**src/rtl/mux2_rr_arbiter_if.sv**
```systemverilog
// rtl/mux2_rr_arbiter_if.sv - requester/arbiter bundle for the shared 2:1 mux
interface mux2_rr_arbiter_if #(
   parameter int DATA_W = 8
);
   logic              req0;
   logic              req1;
   logic [DATA_W-1:0] d0;
   logic [DATA_W-1:0] d1;
   logic              gnt0;
   logic              gnt1;
   logic              s;
   logic [DATA_W-1:0] y;
   logic              y_valid;

   modport master (
      output req0, req1, d0, d1,
      input  gnt0, gnt1, s, y, y_valid
   );

   modport slave (
      input  req0, req1, d0, d1,
      output gnt0, gnt1, s, y, y_valid
   );
endinterface

```
**src/rtl/mux2_rr_arbiter.sv**
```systemverilog
// rtl/mux2_rr_arbiter.sv - round-robin owner of a 2:1 mux with bounded hold and registered output
module mux2_rr_arbiter #(
   parameter int DATA_W   = 8,
   parameter int MAX_HOLD = 4
) (
   input  logic               clk,
   input  logic               rst_n,
   mux2_rr_arbiter_if.slave   bus
);
   localparam int CW = (MAX_HOLD > 1) ? $clog2(MAX_HOLD) : 1;
   localparam logic [CW-1:0] CMAX = CW'(MAX_HOLD - 1);

   typedef enum logic [1:0] {IDLE, OWN0, OWN1} state_t;

   state_t            state;
   state_t            nxt;
   logic              last;
   logic [CW-1:0]     cnt;
   logic              gnt0_r;
   logic              gnt1_r;
   logic              s_r;
   logic [DATA_W-1:0] y_r;
   logic              y_valid_r;
   logic              take;

   assign bus.gnt0    = gnt0_r;
   assign bus.gnt1    = gnt1_r;
   assign bus.s       = s_r;
   assign bus.y       = y_r;
   assign bus.y_valid = y_valid_r;

   assign take = (gnt0_r & bus.req0) | (gnt1_r & bus.req1);

   always_comb begin
      nxt = state;
      case (state)
         IDLE: begin
            if (bus.req0 && bus.req1) nxt = last ? OWN0 : OWN1;
            else if (bus.req0)        nxt = OWN0;
            else if (bus.req1)        nxt = OWN1;
         end
         OWN0: begin
            if (!bus.req0)                   nxt = bus.req1 ? OWN1 : IDLE;
            else if (bus.req1 && cnt == CMAX) nxt = OWN1;
         end
         OWN1: begin
            if (!bus.req1)                   nxt = bus.req0 ? OWN0 : IDLE;
            else if (bus.req0 && cnt == CMAX) nxt = OWN0;
         end
         default: nxt = IDLE;
      endcase
   end

   // Grants and select are registered copies of the next state; s keeps its value through IDLE.
   always_ff @(posedge clk) begin
      if (!rst_n) begin
         state     <= IDLE;
         last      <= 1'b1;
         cnt       <= '0;
         gnt0_r    <= 1'b0;
         gnt1_r    <= 1'b0;
         s_r       <= 1'b0;
         y_r       <= '0;
         y_valid_r <= 1'b0;
      end else begin
         state     <= nxt;
         gnt0_r    <= (nxt == OWN0);
         gnt1_r    <= (nxt == OWN1);
         y_valid_r <= take;
         if (take) y_r <= s_r ? bus.d1 : bus.d0;
         if (nxt != IDLE) s_r <= (nxt == OWN1);
         if (nxt == IDLE || nxt != state) begin
            cnt <= '0;
         end else if (cnt != CMAX) begin
            cnt <= cnt + 1'b1;
         end
         if (nxt != IDLE && nxt != state) last <= (nxt == OWN1);
      end
   end
endmodule

```
**src/flat_wrapper.sv**
```systemverilog
// flat-port wrapper written by rule: the top's interface ports become plain ports
module mux2_rr_arbiter_flat 
#(
   parameter int DATA_W   = 8,
   parameter int MAX_HOLD = 4
)
  (clk, rst_n, bus_req0, bus_req1, bus_d0, bus_d1, bus_gnt0, bus_gnt1, bus_s, bus_y, bus_y_valid);
  mux2_rr_arbiter_if #(.DATA_W(DATA_W)) bus_i ();
  input  logic clk;
  input  logic rst_n;
  input wire logic [$bits(bus_i.req0)-1:0] bus_req0;
  input wire logic [$bits(bus_i.req1)-1:0] bus_req1;
  input wire logic [$bits(bus_i.d0)-1:0] bus_d0;
  input wire logic [$bits(bus_i.d1)-1:0] bus_d1;
  output wire logic [$bits(bus_i.gnt0)-1:0] bus_gnt0;
  output wire logic [$bits(bus_i.gnt1)-1:0] bus_gnt1;
  output wire logic [$bits(bus_i.s)-1:0] bus_s;
  output wire logic [$bits(bus_i.y)-1:0] bus_y;
  output wire logic [$bits(bus_i.y_valid)-1:0] bus_y_valid;
  assign bus_i.req0 = bus_req0;
  assign bus_i.req1 = bus_req1;
  assign bus_i.d0 = bus_d0;
  assign bus_i.d1 = bus_d1;
  assign bus_gnt0 = bus_i.gnt0;
  assign bus_gnt1 = bus_i.gnt1;
  assign bus_s = bus_i.s;
  assign bus_y = bus_i.y;
  assign bus_y_valid = bus_i.y_valid;
  mux2_rr_arbiter #(.DATA_W(DATA_W), .MAX_HOLD(MAX_HOLD)) u_core (.clk(clk), .rst_n(rst_n), .bus(bus_i));
endmodule
```
**config.mk**
```make
export PLATFORM = sky130hd
export DESIGN_NAME = mux2_rr_arbiter_flat
export DESIGN_NICKNAME = d
export VERILOG_FILES = /design/src/rtl/mux2_rr_arbiter_if.sv /design/src/rtl/mux2_rr_arbiter.sv /design/src/flat_wrapper.sv
export SDC_FILE = /design/constraint.sdc
export NUM_CORES = 1
export LEC_CHECK = 0
export CAP_MARGIN = 20
export CORE_MARGIN = 1.5
export CORE_UTILIZATION = 42
export CTS_BUF_LIST = sky130_fd_sc_hd__clkbuf_16
export DETAILED_ROUTE_END_ITERATION = 12
export GPL_ROUTABILITY_DRIVEN = 1
export PLACE_DENSITY = 0.77
export SLEW_MARGIN = 20
export SYNTH_ARGS = -nofsm -noshare
export SYNTH_HDL_FRONTEND = slang
export SYNTH_SLANG_ARGS = --single-unit
```
**constraint.sdc**
```tcl
create_clock -name clk -period 1.85 [get_ports clk]
set_input_delay 0.2775 -clock clk [delete_from_list [all_inputs] [get_ports clk]]
set_output_delay 0.2775 -clock clk [all_outputs]
set_load 0.02 [all_outputs]
```
==> flow_summary.ini <==
[synth]
ys_ff_latch = 17
ys_warn_count = 0
synth_area_um2 = 822
synth_fp_nets = 107
synth_edf_count = 0
netlist.area_leader.share = 0.414
synth_area_per_cell_um2 = 9.56
synth_area_leaders = dfxtp_1 41%, mux2i_1 11%, a211oi_1 7.3%, nor2_1 4.1%, buf_2 3.0%
async_flop_share = 0
ys_types = 31
synth_area_leader_cell = dfxtp_1
synthFlopType = dfxtp_1
synthCells = 86
yosysSeqAreaShare = 0.414

[global_route]
grt.total_usage = 0.192
grt_max_degree = 18
top_usage_layer = met2
grtUsageMet2 = 0.314
grt_overflow = 0
antenna_found_initial = 0
use_met3 = 0.0385
grt_pass1_wl_mm = 2.99
grt_pass1_vias = 662
use_met1 = 0.237

[timing]
setup_violations = 0
final.min_clock_period_ns = 1.60
slew_headroom = 0.768
slew_violations = 0
tns_ns = 0
hold_viol = 0
fin_crit_sh = 0.863
max_freq_mhz = 626
finClkSkew_ns = 0.00320
worst-slew-pin-transition_ns = 0.347
rsz0062_at_grt = false

[clock_network]
clock-root-buffer = clkbuf_16
clk_pin_slew_ns = 0.05
cts_tree = built
cts.repair.resized = 0
cts_sinks = 17
hold_buffers = 0
post-cts-setup-buffers = 0
htree_levels = 1
cts_buffers = 3
clk_latency_ns = 0.25
cts_buffer_depth = 2

[finish]
diodes = 0
fillers = 138
nNetsFinal = 139
final_cell_mix = 31 x clkdlybuf4s50_1, 17 x dfxtp_1, 9 x mux2i_1, 9 x nor2_1, 8 x a211oi_1
mostFrequentLayoutCell = clkdlybuf4s50_1
multiInputGateArea_um2 = 427
drive_gt1_frac = 0.111
areaGrowthSynthToFinish_pct = 51.1
regArea_um2 = 340

[pwr]
power_frac_comb = 0.207
p_sw_uw = 254
power.density_mw_per_mm2 = 852
seqPwrFrac = 0.389
p_total_uw = 1060
p_sw_frac = 0.240
clkPwrFrac = 0.404
p_leak_uw = 0.000469
irDropWorstVdd_mv = 0.591
p_int_uw = 805

[route]
vias = 739
viasPerCell = 5.20
ant_nets = 0
first_iter_violations = 6
drc_errors = 0
wirelength_mm = 1.89
firstDrtPassIters = 4
avgRoutedWirePerCell_um = 13.3

[flow_run]
max_cap_violations = 0

[outcome]
outcome = finished, final reports clean

[floorplan]
fp.dieH_um = 47.2
die_area_mm2 = 0.00223
core_area_mm2 = 0.00178
ios = 32
rows = 15
start_util = 0.461
fp.dieW_um = 47.2

[placement]
portBuffers = 31
dpl.hpwl_mm = 1.45
gp_congestion = 0.834

[worst_setup_path]
cp.arrival_ns = 1.75
critPathBufInv = 0
worst_path_max_delay_cell = dfxtp_1
path_max_fanout = 3
cp_top_family = compound AO/OA/AOI/OAI gates
end_kind = register
required_ns = 2.01
crit_type = register to register
critical_path.cell_chain = ha_1 > mux2_4 > a21o_1 > o21a_1 > a311oi_2
cp-start-kind = register
cp_slowest_stage_delay_ns = 0.36

[min_path]
hold_path.class = register to register
## worst register-to-register path, cell delays in order, from the launching register on
cell	delay (ns)
dfxtp_1	0.36
ha_1	0.23
mux2_4	0.32
a21o_1	0.19
o21a_1	0.18
a311oi_2	0.23
## sequential cells by signal (all words and copies together) (netlist names)
signal and flops:
u_core.bus.gnt1 1, u_core.bus.s 1, u_core.bus.y_valid 1, u_core.cnt 2
u_core.bus.y 8, u_core.bus.gnt0 1, u_core.state 2, u_core.last 1
## power by group through the flow
stage               combinational (µW)  clock [µW]  sequential (µW)
CTS                                221         431              412
global placement                   215           0              418
global route                       237         451              415
detailed placement                 220           0              419
finish                             219         428              412
floorplan                         97.4           0              437
## per-layer routing
layer | vias to the layer above | routed length (µm)
li1 | 377 | -
met3 | 4 | 86
met2 | 22 | 935
met5 | - | 0
met4 | 0 | 32
met1 | 336 | 839
## stage by stage
stage / hold slack [ns] / util / area (µm²) / worst slack, ns / std cells
2_1_floorplan: 0.369 / - / 822 / 0.301 / 86
3_3_place_gp: 0.486 / 0.652 / 1160 / 0.190 / 138
3_5_place_dp: 0.492 / 0.652 / 1160 / 0.110 / 138
4_1_cts: 0.499 / 0.697 / 1240 / 0.240 / 142
5_1_grt: 0.516 / 0.697 / 1240 / 0.158 / 142
6_report: 0.496 / 0.697 / 1240 / 0.254 / 142
## cells by family (layout without fill, tap and decap cells)
family                   Yosys count  after routing  share of synthesized area
multiplexers                      11             11                      0.142
adder cells (fa/ha/maj)            1              1                     0.0152
XOR/XNOR                           1              1                     0.0107
flip-flops                        17             17                      0.414
buffers and inverters             11             42                     0.0670
AND/OR/NAND/NOR                   20             20                      0.126
AO/OA/AOI/OAI                     25             25                      0.225
## cells in the mapped netlist, types with 2 or more instances
| cell type | count |
|---|---|
| buf_2 | 5 |
| clkbuf_1 | 2 |
| a21oi_1 | 4 |
| inv_1 | 2 |
| nor2_1 | 9 |
| a22o_1 | 2 |
| and3_1 | 2 |
| o21ai_0 | 3 |
| dfxtp_1 | 17 |
| mux2i_1 | 9 |
| nand2_1 | 2 |
| a211oi_1 | 8 |
| nand3b_1 | 2 |
| and4_1 | 2 |
## cell type report
type                    instances  share of cell area
clock buffers                   3              0.0604
clock inverters                 1             0.00403
inverters                       3             0.00906
multi-input cells              58               0.343
flip-flops and latches         17               0.274
well taps                      25              0.0252
repair buffers                 35               0.284
## worst paths after layout
path | from | end | slack (ns) | cells after the start
setup / recovery | u_core.cnt[0] | u_core.bus.s | 0.25 | 5
hold / removal | u_core.bus.y[3] | u_core.bus.y[3] | 0.50 | 2
hold reg to reg | u_core.bus.y[3] | u_core.bus.y[3] | 0.50 | 2
setup reg to reg | u_core.cnt[0] | u_core.bus.s | 0.25 | 5
(Power assumes the default switching activity.)
